`src/rtl/fetch_prefetch_buffer.sv`:
```
// fetch_prefetch_buffer: FETCH-stage prefetcher. Issues word requests on the
// instruction bus, keeps responses in a DEPTH-entry FIFO, and presents one
// aligned instruction per cycle to DECODE over a valid/ready handshake.
// Build option FETCH_RVC_EN: when defined, RV32C 16-bit instructions are aligned
// out of the word stream; when undefined every instruction is a 32-bit word and a
// halfword-aligned redirect produces one error instruction followed by a stall.
module fetch_prefetch_buffer #(
  parameter int          DEPTH           = 3,
  parameter int          MAX_OUTSTANDING = 2,
  parameter logic [31:0] BOOT_ADDR       = 32'h0
) (
  input  logic        clk,
  input  logic        rst,
  input  logic        req_i,
  input  logic        branch_i,
  input  logic [31:0] branch_addr_i,
  output logic        valid_o,
  input  logic        ready_i,
  output logic [31:0] rdata_o,
  output logic [31:0] addr_o,
  output logic        is_compressed_o,
  output logic        err_o,
  output logic        busy_o,
  output logic        instr_req_o,
  input  logic        instr_gnt_i,
  output logic [31:0] instr_addr_o,
  input  logic        instr_rvalid_i,
  input  logic [31:0] instr_rdata_i,
  input  logic        instr_err_i
);

  localparam int          CW       = $clog2(DEPTH + 1);
  localparam logic [CW:0] DEPTH_C  = DEPTH[CW:0];
  localparam logic [CW:0] MAXOUT_C = MAX_OUTSTANDING[CW:0];

  // Zero-extend a single event bit to counter width.
  function automatic logic [CW-1:0] bit2cnt(input logic b);
    return {{(CW-1){1'b0}}, b};
  endfunction

  // FIFO storage: entry 0 is always the oldest word.
  logic [31:0]      data_r [DEPTH];
  logic [31:0]      data_s [DEPTH];
  logic [DEPTH-1:0] err_r;
  logic [DEPTH-1:0] err_s;
  logic [CW-1:0]    count_r;
  logic [CW-1:0]    count_s;
  logic [CW-1:0]    base_s;

  // Bus bookkeeping.
  logic [CW-1:0]    outstanding_r;
  logic [CW-1:0]    outstanding_s;
  logic [CW-1:0]    discard_r;
  logic [CW-1:0]    discard_s;
  logic [31:0]      fetch_addr_r;
  logic [31:0]      hold_addr_r;
  logic             hold_r;
  logic             stale_r;
  logic [31:0]      pc_r;
  logic [31:0]      pc_s;

  logic             credit_ok_s;
  logic             req_s;
  logic             gnt_fire_s;
  logic             gnt_stale_s;
  logic             gnt_live_s;
  logic             rv_live_s;
  logic             rv_disc_s;
  logic             pop_eff_s;

  // Aligner results.
  logic             out_valid_s;
  logic [31:0]      out_rdata_s;
  logic             out_comp_s;
  logic             out_err_s;
  logic             pop_s;
  logic [31:0]      pc_step_s;
  logic             accept_s;

  // A request already on the bus is held until granted; otherwise it needs
  // FIFO room for every in-flight word plus a free transaction credit.
  assign credit_ok_s = (({1'b0, count_r} + {1'b0, outstanding_r}) < DEPTH_C) &&
                       (({1'b0, outstanding_r} + {1'b0, discard_r}) < MAXOUT_C);
  assign req_s        = ~rst & (hold_r | (req_i & credit_ok_s));
  assign instr_req_o  = req_s;
  assign instr_addr_o = hold_r ? hold_addr_r : fetch_addr_r;
  assign busy_o       = (outstanding_r != {CW{1'b0}}) | (discard_r != {CW{1'b0}}) | req_s;

  // A grant is stale if its request predates a redirect (or coincides with one).
  assign gnt_fire_s  = req_s & instr_gnt_i;
  assign gnt_stale_s = gnt_fire_s & ((hold_r & stale_r) | branch_i);
  assign gnt_live_s  = gnt_fire_s & ~gnt_stale_s;
  // Responses return in order, so discarded ones always come first.
  assign rv_disc_s   = instr_rvalid_i & (discard_r != {CW{1'b0}});
  assign rv_live_s   = instr_rvalid_i & (discard_r == {CW{1'b0}});

  assign accept_s  = out_valid_s & ready_i;
  assign pop_eff_s = accept_s & pop_s & ~branch_i;

  // Outstanding/discard accounting; a redirect turns everything in flight into discards.
  always_comb begin
    outstanding_s = outstanding_r;
    discard_s     = discard_r;
    if (branch_i) begin
      outstanding_s = {CW{1'b0}};
      discard_s     = discard_r + outstanding_r + bit2cnt(gnt_fire_s)
                      - bit2cnt(rv_live_s) - bit2cnt(rv_disc_s);
    end else begin
      outstanding_s = outstanding_r + bit2cnt(gnt_live_s) - bit2cnt(rv_live_s);
      discard_s     = discard_r + bit2cnt(gnt_stale_s) - bit2cnt(rv_disc_s);
    end
  end

  // FIFO next state: shift down on pop, then write at the new lowest free slot.
  always_comb begin
    data_s  = data_r;
    err_s   = err_r;
    base_s  = count_r - bit2cnt(pop_eff_s);
    count_s = count_r;
    if (branch_i) begin
      count_s = {CW{1'b0}};
    end else begin
      for (int i = 0; i < DEPTH; i++) begin
        data_s[i] = (pop_eff_s && (i < DEPTH - 1)) ? data_r[(i < DEPTH - 1) ? i + 1 : i] : data_r[i];
        err_s[i]  = (pop_eff_s && (i < DEPTH - 1)) ? err_r[(i < DEPTH - 1) ? i + 1 : i] : err_r[i];
        data_s[i] = (rv_live_s && (base_s == i[CW-1:0])) ? instr_rdata_i : data_s[i];
        err_s[i]  = (rv_live_s && (base_s == i[CW-1:0])) ? instr_err_i : err_s[i];
      end
      count_s = base_s + bit2cnt(rv_live_s);
    end
  end

`ifdef FETCH_RVC_EN
  // RV32C aligner: pick a 16-bit or 32-bit instruction starting at pc.
  always_comb begin
    out_valid_s = 1'b0;
    out_rdata_s = 32'h0;
    out_comp_s  = 1'b0;
    out_err_s   = 1'b0;
    pop_s       = 1'b0;
    pc_step_s   = 32'd4;
    if (!pc_r[1]) begin
      out_valid_s = (count_r != {CW{1'b0}});
      out_err_s   = err_r[0];
      out_comp_s  = ~err_r[0] & (data_r[0][1:0] != 2'b11);
      out_rdata_s = out_comp_s ? {16'h0, data_r[0][15:0]} : data_r[0];
      pop_s       = ~out_comp_s;
      pc_step_s   = out_comp_s ? 32'd2 : 32'd4;
    end else if (err_r[0]) begin
      out_valid_s = (count_r != {CW{1'b0}});
      out_err_s   = 1'b1;
      pop_s       = 1'b1;
    end else if (data_r[0][17:16] != 2'b11) begin
      out_valid_s = (count_r != {CW{1'b0}});
      out_comp_s  = 1'b1;
      out_rdata_s = {16'h0, data_r[0][31:16]};
      pop_s       = 1'b1;
      pc_step_s   = 32'd2;
    end else begin
      out_valid_s = (count_r > bit2cnt(1'b1));
      out_err_s   = err_r[1];
      out_rdata_s = {data_r[1][15:0], data_r[0][31:16]};
      pop_s       = 1'b1;
      pc_step_s   = 32'd4;
    end
  end
`else
  typedef enum logic [1:0] {
    ST_RUN      = 2'b00,
    ST_MISALIGN = 2'b01,
    ST_STALL    = 2'b10
  } mis_state_e;

  mis_state_e state_r;
  mis_state_e state_s;

  // Misaligned-target state register.
  always_ff @(posedge clk) begin
    if (rst) begin
      state_r <= ST_RUN;
    end else begin
      state_r <= state_s;
    end
  end

  // Halfword targets report one error then stall until the next redirect.
  always_comb begin
    state_s = state_r;
    if (branch_i) begin
      state_s = branch_addr_i[1] ? ST_MISALIGN : ST_RUN;
    end else begin
      case (state_r)
        ST_RUN:      state_s = ST_RUN;
        ST_MISALIGN: state_s = ready_i ? ST_STALL : ST_MISALIGN;
        ST_STALL:    state_s = ST_STALL;
        default:     state_s = ST_RUN;
      endcase
    end
  end

  // Word-only aligner: every instruction is entry 0.
  always_comb begin
    out_valid_s = 1'b0;
    out_rdata_s = 32'h0;
    out_comp_s  = 1'b0;
    out_err_s   = 1'b0;
    pop_s       = 1'b0;
    pc_step_s   = 32'd4;
    case (state_r)
      ST_RUN: begin
        out_valid_s = (count_r != {CW{1'b0}});
        out_err_s   = err_r[0];
        out_rdata_s = data_r[0];
        pop_s       = 1'b1;
      end
      ST_MISALIGN: begin
        out_valid_s = 1'b1;
        out_err_s   = 1'b1;
      end
      ST_STALL: begin
        out_valid_s = 1'b0;
      end
      default: begin
        out_valid_s = 1'b0;
      end
    endcase
  end
`endif

  // Program counter: redirect beats accept; an error jumps to the next word.
  always_comb begin
    pc_s = pc_r;
    if (branch_i) begin
      pc_s = {branch_addr_i[31:1], 1'b0};
    end else if (accept_s) begin
      pc_s = out_err_s ? {pc_r[31:2] + 30'd1, 2'b00} : pc_r + pc_step_s;
    end else begin
      pc_s = pc_r;
    end
  end

  assign valid_o         = out_valid_s;
  assign rdata_o         = out_valid_s ? out_rdata_s : 32'h0;
  assign is_compressed_o = out_valid_s & out_comp_s;
  assign err_o           = out_valid_s & out_err_s;
  assign addr_o          = pc_r;

  // State registers for FIFO, counters, request hold and fetch/pc addresses.
  always_ff @(posedge clk) begin
    if (rst) begin
      for (int i = 0; i < DEPTH; i++) begin
        data_r[i] <= 32'h0;
      end
      err_r         <= {DEPTH{1'b0}};
      count_r       <= {CW{1'b0}};
      outstanding_r <= {CW{1'b0}};
      discard_r     <= {CW{1'b0}};
      fetch_addr_r  <= BOOT_ADDR;
      hold_addr_r   <= 32'h0;
      hold_r        <= 1'b0;
      stale_r       <= 1'b0;
      pc_r          <= BOOT_ADDR;
    end else begin
      data_r        <= data_s;
      err_r         <= err_s;
      count_r       <= count_s;
      outstanding_r <= outstanding_s;
      discard_r     <= discard_s;
      pc_r          <= pc_s;
      if (branch_i) begin
        fetch_addr_r <= {branch_addr_i[31:2], 2'b00};
      end else if (gnt_live_s) begin
        fetch_addr_r <= fetch_addr_r + 32'd4;
      end else begin
        fetch_addr_r <= fetch_addr_r;
      end
      if (gnt_fire_s) begin
        hold_r  <= 1'b0;
        stale_r <= 1'b0;
      end else if (req_s) begin
        hold_r      <= 1'b1;
        hold_addr_r <= instr_addr_o;
        stale_r     <= (hold_r & stale_r) | branch_i;
      end else begin
        hold_r  <= 1'b0;
        stale_r <= 1'b0;
      end
    end
  end

endmodule

```
`config.mk`:
```
export PLATFORM = sky130hd
export DESIGN_NAME = fetch_prefetch_buffer
export DESIGN_NICKNAME = d
export VERILOG_FILES = /design/src/rtl/fetch_prefetch_buffer.sv
export SDC_FILE = /design/constraint.sdc
export NUM_CORES = 1
export LEC_CHECK = 0
export BUFFER_PORTS_ARGS = -buffer_cell sky130_fd_sc_hd__buf_2
export CAP_MARGIN = 0
export CORE_MARGIN = 5
export CORE_UTILIZATION = 51
export CTS_CLUSTER_SIZE = 24
export DETAILED_ROUTE_END_ITERATION = 10
export GPL_TIMING_DRIVEN = 0
export MAX_ROUTING_LAYER = met4
export PLACE_DENSITY = 0.85
export SLEW_MARGIN = 10
export SYNTH_ARGS = -nofsm -noshare
export SYNTH_HDL_FRONTEND = slang
export SYNTH_SLANG_ARGS = --single-unit
```
`constraint.sdc`:
```
create_clock -name clk -period 3.4 [get_ports clk]
set_input_delay 0.68 -clock clk [delete_from_list [all_inputs] [get_ports clk]]
set_output_delay 0.68 -clock clk [all_outputs]
set_load 0.01 [all_outputs]
```
==> run summary, run 1 <==
Status -> completed
Area growth syn-to-layout -> 20.49%
Switch Pwr -> 2.047 mW
Hold depth -> 2
Share of synthesized flip-flops with an asynchronous set or reset -> 0%
DR pass1 iterations -> 5
Share of layout cells above drive strength 1 -> 24.33%
Sink Count -> 203
Die height -> 150.3 um
Row count -> 51
Clk_lat worst skew -> 0.50 ns
CTS root buf -> clkbuf_16
Syn Nets -> 1177
Clock skew -> 0.01440 ns
Core area -> 19400 sq um
P per Cell Area -> 574.8 nW/um^2
Cell depth of the worst flop-to-flop path -> 14
Area occupied by multi-input gates -> 5604 sq um
Mapped Cells -> 1088
# IOs -> 173
CP Data Arrival Time -> 3.62 ns
Worst vdd ir -> 0.4225 mV
R2R Path Start -> outstanding_r[0]
H-tree Lvls -> 1
Cell Int Power -> 4.905 mW
Min-delay worst type -> reg -> reg
Final setup fails -> 0
Reg clk slew, reported paths -> 0.06 ns
Clock buffer count from CTS -> 22
Sum Neg Setup Slack -> 0 ns
Max_slew headroom -> 38.68%
Die area -> 22590 sq um
Min-delay src -> addr_o[0]
CTS max path bufs -> 3
Sequential area share after synthesis -> 40.49%
Flop-to-flop setup slack -> 0.14 ns
RSZ-0062 raised after global routing -> yes
Area contributors post-synth -> dfxtp_1 (40%), mux2i_1 (6.9%), mux2_2 (5.2%)
Reg area -> 4073 sq um
Worst setup path class -> reg -> reg
Fmax -> 0.3072 GHz
Fillers -> 1628
Routed vias/inst -> 5.656
Initial drt markers -> 520
CP startpoint kind -> flip-flop
Total grt overflow -> 0
RePlAce Congestion -> 0.9124
Syn_area_per_cell -> 9.225 sq um
Hold endpoint -> addr_o[0]
Seq pwr share -> 40.3%
Worst EP required -> 3.77 ns
Period Utilization, post-route -> 95.75%
Remaining DRCs -> 0
Max-cap violations -> 0
Switch share -> 29.44%
Synth Cell Area -> 10040 sq um
Setup WS pre-CTS -> -0.8370 ns
Leakage -> 5.157 nW
Largest net degree at the start of global routing -> 14
Global-route wire length before repair -> 43.91 mm
Setup crit end kind -> flip-flop
Most common cell in the netlist -> dfxtp_1
Worst setup margin -> 0.1445 ns
Main synth FF type -> dfxtp_1
Post-synth top area share -> 40.49%
Tot GR Track Use -> 24.60%
Fin. max-slew vios -> 0
Post-synth top cells -> dfxtp_1 (203), nand2_1 (99), nor2_1 (85)
Worst Max-Slew Pin Slew -> 0.9121 ns
Gate power share -> 23.4%
Final Util -> 62.35%
Fin. Hold Viols -> 0
WL per Instance -> 17.93 um
Post-synth EDFFs -> 0
Post-synth top area cell -> dfxtp_1
Crit Path Max Fanout -> 10
Final net count -> 1373
PortBufs -> 168
Yosys reg bits -> 203
Vias -> 8851
Vias in the first global route -> 8796
Initial Util -> 51.74%
CTS tree -> built
Distinct cell type count after synthesis -> 54
Drt total wl -> 28.06 mm
Initial antenna violation count -> 1
Clock power frac -> 36.3%
Tot Pwr -> 6.952 mW
Ys Warns -> 0
DRT antenna net count -> 0
DP Wirelength -> 20.76 mm
Final worst path period need -> 3.256 ns
Die X -> 150.3 um
Worst R2R End -> outstanding_r[1]
critical path, cell delays in order, from the launching register on:
cell and delay, ns:
dfxtp_4 0.36, inv_1 0.07, nor2_2 0.12, fa_1 0.42, or4b_4 0.55, buf_4 0.16, o31ai_4 0.20, buf_4 0.23
nand2_1 0.08, ha_1 0.29, inv_1 0.04, ha_1 0.17, xor2_1 0.15, xnor2_1 0.19, nor3_1 0.06
worst max path at each step:
stage / from / endpoint / slack, ns
global placement: branch_i / data_r[59] / -0.77
CTS: discard_r[0] / discard_r[1] / 0.03
floorplan: discard_r[0] / discard_r[1] / 0.09
finish: outstanding_r[0] / outstanding_r[1] / 0.14
global route: state_r[1] / data_r[48] / -0.05
detailed placement: branch_i / data_r[57] / -0.84
power groups by stage:
| stage | logic [mW] | registers [mW] | clock network, mW |
|---|---|---|---|
| after floorplan | 1.10 | 2.80 | 0 |
| after global placement | 1.50 | 2.83 | 0 |
| after detailed placement | 1.54 | 2.84 | 0 |
| after CTS | 1.58 | 2.79 | 2.56 |
| after global routing | 1.79 | 2.83 | 2.66 |
| final | 1.63 | 2.80 | 2.52 |
per-layer routing:
metal	vias to the layer above	GRT usage (%)	routed length [um]
met4	0	8.875	845
met1	4219	28.51	11060
met2	326	42.68	14250
met3	65	4.455	1901
met5	-	-	0
li1	4241	-	-
cell families (layout without fill, tap and decap cells):
group	count (synthesis)	count (layout)	share of synthesized area, %
multiplexers	128	128	13.99
XOR/XNOR	47	47	4.101
adder cells (fa/ha/maj)	17	17	2.418
other	1	2	0.03736
flip-flops	203	203	40.49
AND/OR/NAND/NOR	367	367	18.81
buffers and inverters	97	308	4.188
AO/OA/AOI/OAI	228	228	15.97
timing repair:
action | 4_1_cts | 5_1_grt
setup buffers | 1 | 3
endpoints found under the hold margin | 0 | 0
resized for setup | 11 | 22
hold buffers | 0 | 0
pin swaps | 1 | 6
setup endpoints to repair | 69 | 65
registers in the layout, indices dropped and copies added, names as in the netlist:
signal / count
err_r: 3
outstanding_r: 2
discard_r: 2
count_r: 2
addr_o: 32
fetch_addr_r: 30
hold_r: 1
state_r: 2
data_r: 96
stale_r: 1
hold_addr_r: 32
layout make-up:
class | count | share of cell area (%)
clock buffer | 29 | 5.359
timing repair buffer | 172 | 7.200
inverter | 20 | 0.6207
tap | 265 | 2.742
buffer | 77 | 3.011
sequential | 203 | 33.67
clock inverter | 10 | 1.035
antenna | 1 | 0.02069
multi-input combinational | 788 | 46.34
placed cells by master, fill, tap and decap left out, types with 6 or more instances in the layout:
cell type | netlist | routed
nor3_1 | 21 | 21
ha_1 | 13 | 13
o21a_1 | 38 | 38
nor2b_1 | 30 | 30
o21ai_0 | 14 | 13
clkinv_2 | 0 | 7
nor2_1 | 85 | 83
nand4_1 | 25 | 25
clkbuf_2 | 0 | 7
o31a_1 | 15 | 15
and3_1 | 7 | 7
xor2_1 | 27 | 27
dfxtp_1 | 203 | 200
and2_1 | 41 | 40
a21oi_1 | 46 | 45
nand2_1 | 99 | 99
nand3_1 | 24 | 22
buf_1 | 11 | 6
buf_4 | 1 | 6
clkbuf_16 | 0 | 23
and4_1 | 6 | 6
buf_2 | 6 | 173
a211oi_1 | 66 | 66
xnor2_1 | 20 | 18
or3_1 | 7 | 7
mux2i_1 | 69 | 69
inv_1 | 20 | 19
clkbuf_1 | 53 | 50
buf_6 | 6 | 6
mux2_4 | 13 | 13
a21boi_0 | 31 | 31
mux2_2 | 46 | 46
per-stage QoR:
| step | hold slack [ns] | instance area, sq um | instances |
|---|---|---|---|
| after detailed placement | 0.4302 | 11210 | 1521 |
| after floorplan | 0.4360 | 10040 | 1088 |
| after global routing | 0.4468 | 12090 | 1565 |
| final | 0.4366 | 12090 | 1565 |
| after global placement | 0.4189 | 11210 | 1521 |
| after CTS | 0.4240 | 12020 | 1561 |
No activity file was read; power rests on OpenSTA's default activity.
==> run 2: changes to the inputs <==
Settings changed: ABC_AREA from default to 1, CORE_UTILIZATION 51 to 52, PLACE_DENSITY 0.85 to 0.87.
==> run 2 against run 1 <==
Count of clock-buffer cells in the layout stayed put. Die area increased by 5.7%. Critical path depth shrank 5. Utilization grew 0.34 points. Area after synthesis up 8.1%. Power shrank 1.1%. Sequential power about the same. Fmax grew 2.4%. Combinational power is essentially flat. Sequential cell count did not move. First-iteration DRC count is 130% higher. Hold slack lost 0.049 ns. Critical endpoint is now rdata_o[3]. Highest routed layer unchanged.
==> run summary, run 2 <==
DR pass1 iterations -> 6
Fmax -> 0.3147 GHz
Mapped Cells -> 1698
CP Data Arrival Time -> 2.50 ns
Worst Max-Slew Pin Slew -> 0.8273 ns
DR WL met3 -> 3.015 mm
DRT antenna net count -> 0
RePlAce Congestion -> 1.017
Max-cap violations -> 0
Initial Util -> 53.30%
CTS tree -> built
Min-delay worst type -> in -> reg
Fin. max-slew vios -> 0
Drt total wl -> 35.08 mm
WL per Instance -> 16.13 um
Yosys reg bits -> 203
RSZ-0062 raised after global routing -> no
Sink Count -> 203
Crit path max-delay family -> buffers and inverters
Worst setup path class -> reg -> out
Leakage -> 5.910 nW
Syn Nets -> 1787
DP Wirelength -> 26.42 mm
Setup WS pre-CTS -> 0.4139 ns
CTS resizes -> 0
Period Utilization, post-route -> 93.46%
Synth Cell Area -> 10850 sq um
CP peak stage delay -> 0.40 ns
Final Non-Filler Cells -> 2175
Largest net degree at the start of global routing -> 13
Final worst path period need -> 3.178 ns
Routed vias/inst -> 5.487
Metal2 WL -> 16.59 mm
Worst vdd ir -> 0.4572 mV
Most common cell on crit path -> inv_1
Setup crit end kind -> primary output
Area growth syn-to-layout -> 17.60%
Initial antenna violation count -> 1
Critical-path cell list -> inv_1, ha_1, buf_4, o21ai_2, nand2_2, inv_1, buf_1, nor2_1, buf_2
Core area -> 20360 sq um
CTS Hold Bufs -> 0
Post-CTS setup repair buffer count -> 0
Crit Path Max Fanout -> 10
H-tree Lvls -> 1
Global-route wire length before repair -> 56.46 mm
Max layer used -> met4
Tot Pwr -> 6.879 mW
Final net count -> 1980
Worst setup margin -> 0.2222 ns
Worst EP required -> 2.72 ns
Total grt overflow -> 0
Fillers -> 1909
Post-synth top area cell -> dfxtp_1
Area occupied by multi-input gates -> 5679 sq um
Tot GR Track Use -> 29.36%
Syn_area_per_cell -> 6.392 sq um
Die area -> 23860 sq um
Clock buffer count from CTS -> 23
Status -> completed
Wl on met1 -> 13.88 mm
Share of synthesized flip-flops with an asynchronous set or reset -> 0%
CTS max path bufs -> 3
Most common cell after layout, fill and taps aside -> nand2_1
Area contributors post-synth -> dfxtp_1 (37%), nand2_1 (14%), o21ai_0 (12%)
Fin. Hold Viols -> 0
Reg clk slew, reported paths -> 0.06 ns
Main synth FF type -> dfxtp_1
Final setup fails -> 0
Clock skew -> 0.009380 ns
CTS root buf -> clkbuf_16
Reg area -> 4064 sq um
Post-synth EDFFs -> 0
# IOs -> 173
Sum Neg Setup Slack -> 0 ns
Distinct cell type count after synthesis -> 41
Total placed cells including tap cells -> 2136
Die height -> 154.5 um
P per Cell Area -> 538.9 nW/um^2
CP startpoint kind -> flip-flop
Top reg by flops -> data_r
WP buf/inv -> 5
Sequential area share after synthesis -> 37.44%
Most common cell in the netlist -> nand2_1
Vias -> 11934
Remaining DRCs -> 0
PortBufs -> 168
Vias in the first global route -> 11380
Die X -> 154.5 um
Most frequent cells in the layout -> nand2_1 (414), nor2_1 (267), o21ai_0 (260), buf_2 (204), dfxtp_1 (203)
Clk_lat worst skew -> 0.52 ns
Share of layout cells above drive strength 1 -> 14.65%
Row count -> 52
Max_slew headroom -> 44.64%
Slowest CP cell -> buf_1
Post-synth top cells -> nand2_1 (414), nor2_1 (267), o21ai_0 (260)
Max reg flops -> 96
Ys Warns -> 0
Post-synth top area share -> 37.44%
WHS -> 0.3881 ns
Initial drt markers -> 1173
==> run 2: worst reg2reg max path, delay by kind of cell, from the launching register on <==
kind / cells / cell delay (ns)
AND/OR/NAND/NOR: 7 / 0.85
buffers and inverters: 5 / 0.65
XOR/XNOR: 1 / 0.42
adder cells (fa/ha/maj): 2 / 0.39
AO/OA/AOI/OAI: 2 / 0.36
flip-flops: 1 / 0.34
==> run 2: path summary, 6_finish.rpt <==
| kind | start | end | slack, ns | depth (start not counted) |
|---|---|---|---|---|
| max | state_r[0] | rdata_o[3] | 0.22 | 9 |
| min | branch_addr_i[1] | state_r[0] | 0.39 | 3 |
| max reg2reg | state_r[0] | data_r[85] | 0.33 | 17 |
| min reg2reg | hold_addr_r[3] | hold_addr_r[3] | 0.45 | 2 |
==> run 2: cells by family (layout without fill, tap and decap cells) <==
kind of cell,after synthesis,count (layout),share of synthesized area [%]
flip-flops,203,203,37.44
buffers and inverters,262,468,10.24
other,1,2,0.03455
AND/OR/NAND/NOR,814,814,30.51
adder cells (fa/ha/maj),17,17,2.236
AO/OA/AOI/OAI,384,384,18.10
XOR/XNOR,17,17,1.441
==> run 2: routing by layer <==
metal  global-route usage, %  up-vias
met5                       -        -
met4                   12.24        0
met3                   4.107      123
met2                   49.36      573
met1                   35.48     5413
li1                        -     5825
==> run 2: cell type report <==
class,count,area share (%)
antenna,1,0.01960
clock buffer,29,4.921
multi-input combinational,1233,44.49
tap,270,2.647
timing repair buffer,168,6.587
inverter,172,5.058
sequential,203,31.84
clock inverter,9,0.7940
buffer,90,3.646
==> run 2: metrics by stage <==
stage	area (sq um)	util, %
2_1_floorplan	10850	-
3_3_place_gp	12030	59.09
3_5_place_dp	12030	59.09
4_1_cts	12760	62.67
5_1_grt	12760	62.68
6_report	12760	62.68
==> run 2: power by group <==
part	internal (mW)	switching [mW]
Clock	1.45	1.02
Combinational	0.545	1.06
Sequential	2.62	0.185
==> run 3: changes to the inputs <==
Settings changed: CORE_UTILIZATION 52 to 60, PLACE_DENSITY 0.87 to 0.84, TNS_END_PERCENT from default to 10.
Clock period 3.4 ns to 4.1 ns, I/O delays scaled along.
==> run 3 against run 2 <==
Sequential power fell by 17%. Wire length fell by 0.82%. Power fell by 17%. First-iteration DRC count fell by 12%. Register-to-register slack improved by 0.69 ns. Die area fell by 12%. Combinational power fell by 18%. Critical path type unchanged. Largest cell class unchanged.
==> run summary, run 3 (synthesis gave the netlist of run 2 again) <==
Crit Path Max Fanout -> 10
CTS Hold Bufs -> 0
Worst vdd ir -> 0.3533 mV
PortBufs -> 168
Vias -> 11953
CTS max path bufs -> 3
Setup crit end kind -> primary output
Initial drt markers -> 1038
H-tree Lvls -> 1
P per Cell Area -> 446.7 nW/um^2
Placed Instance Area -> 11980 sq um
Worst setup path class -> reg -> out
Clock skew -> 0.01299 ns
Worst R2R End -> outstanding_r[1]
Share of layout cells above drive strength 1 -> 14.74%
Drt total wl -> 34.79 mm
RSZ-0062 raised after global routing -> no
Largest net degree at the start of global routing -> 14
Worst EP required -> 3.28 ns
Reg clk slew, reported paths -> 0.06 ns
Worst Setup EP -> rdata_o[14]
Final worst path period need -> 3.195 ns
Final Util -> 71.09%
Flop-to-flop setup slack -> 1.02 ns
Leakage -> 5.917 nW
Sum Neg Setup Slack -> 0 ns
Design area -> 12730 sq um
Worst Setup SP -> state_r[0]
# IOs -> 173
Cell depth of the worst flop-to-flop path -> 14
Global-route wire length before repair -> 55.21 mm
Vias in the first global route -> 11301
CTS resizes -> 0
Initial Util -> 60.63%
Fillers -> 1586
Die area -> 20880 sq um
Clk_lat worst skew -> 0.52 ns
CP startpoint kind -> flip-flop
CTS root buf -> clkbuf_16
DR pass1 iterations -> 5
Total grt overflow -> 0
Fin. Hold Viols -> 0
RePlAce Congestion -> 1.009
Status -> completed
Tot GR Track Use -> 33.47%
Die height -> 144.5 um
WL per Instance -> 16.28 um
Initial antenna violation count -> 2
R2R Path Start -> outstanding_r[0]
DRT antenna net count -> 0
Clock buffer count from CTS -> 23
Worst Max-Slew Pin Slew -> 0.8656 ns
Max reg flops -> 96
Row count -> 49
DP Wirelength -> 25.99 mm
Min-delay worst type -> reg -> reg
Top reg by flops -> data_r
Core area -> 17900 sq um
Fin. max-slew vios -> 0
Sink Count -> 203
Final setup fails -> 0
Fmax -> 0.3130 GHz
Max_slew headroom -> 42.08%
Die X -> 144.5 um
Post-CTS setup repair buffer count -> 0
Routed vias/inst -> 5.593
CP Data Arrival Time -> 2.38 ns
Most common cell after layout, fill and taps aside -> nand2_1
Reg area -> 4064 sq um
Max-cap violations -> 0
Most frequent cells in the layout -> nand2_1 (414), nor2_1 (267), o21ai_0 (260), buf_2 (204), dfxtp_1 (203)
Area growth syn-to-layout -> 17.26%
Period Utilization, post-route -> 77.93%
Tot Pwr -> 5.685 mW
Area occupied by multi-input gates -> 5679 sq um
CTS tree -> built
Final net count -> 1980
Remaining DRCs -> 0
[run 3: cell count changes in the layout (fill, tap and decap cells not counted), sizes merged]
cell    previous run  this run
diode              1         2
bufinv             2         1
clkbuf            65        68
[run 3: per-stage QoR]
step / setup WS (ns) / std cells / hold WS [ns]
6_report: 0.9048 / 2137 / 0.4484
5_1_grt: 0.7895 / 2137 / 0.4868
4_1_cts: 0.8951 / 2135 / 0.4480
3_5_place_dp: 1.105 / 2095 / 0.4386
3_3_place_gp: 1.180 / 2095 / 0.4333
2_1_floorplan: 1.491 / 1698 / 0.4245
[run 3: power by group]
part	switching [mW]	internal, mW
Clock	0.840	1.20
Combinational	0.866	0.448
Sequential	0.157	2.18
[run 3: cell type report]
class                           instances  area share [%]
Tap cell                              229           2.251
Buffer                                 90           3.657
Inverter                              172           5.073
Sequential cell                       203           31.93
Timing Repair Buffer                  168           6.606
Clock inverter                          8          0.5604
Antenna cell                            2         0.03932
Clock buffer                           32           5.260
Multi-Input combinational cell       1233           44.62
[run 3: how the worst min path moves through the flow]
stage,from,endpoint,slack [ns],depth (start not counted)
2_1_floorplan,hold_addr_r[10],hold_addr_r[10],0.42,2
4_1_cts,hold_addr_r[9],hold_addr_r[9],0.45,2
6_report,hold_addr_r[9],hold_addr_r[9],0.45,2
5_1_grt,hold_addr_r[15],hold_addr_r[15],0.49,2
3_3_place_gp,hold_addr_r[9],hold_addr_r[9],0.43,2
3_5_place_dp,hold_addr_r[9],hold_addr_r[9],0.44,2
[run 3: critical path: stages, from the launching register on]
cell	delay (ns)
dfxtp_1	0.34
inv_1	0.07
ha_1	0.20
buf_4	0.18
o21ai_2	0.08
nand2_2	0.10
inv_1	0.28
buf_1	0.36
nor2_1	0.08
buf_2	0.15
[run 3: layer usage]
metal / vias to the layer above / wire (um) / global-route usage (%)
li1: 5831 / - / -
met1: 5444 / 13990 / 40.88
met2: 546 / 16330 / 55.06
met3: 132 / 2681 / 4.464
met4: 0 / 1790 / 15.41
met5: - / 0 / -
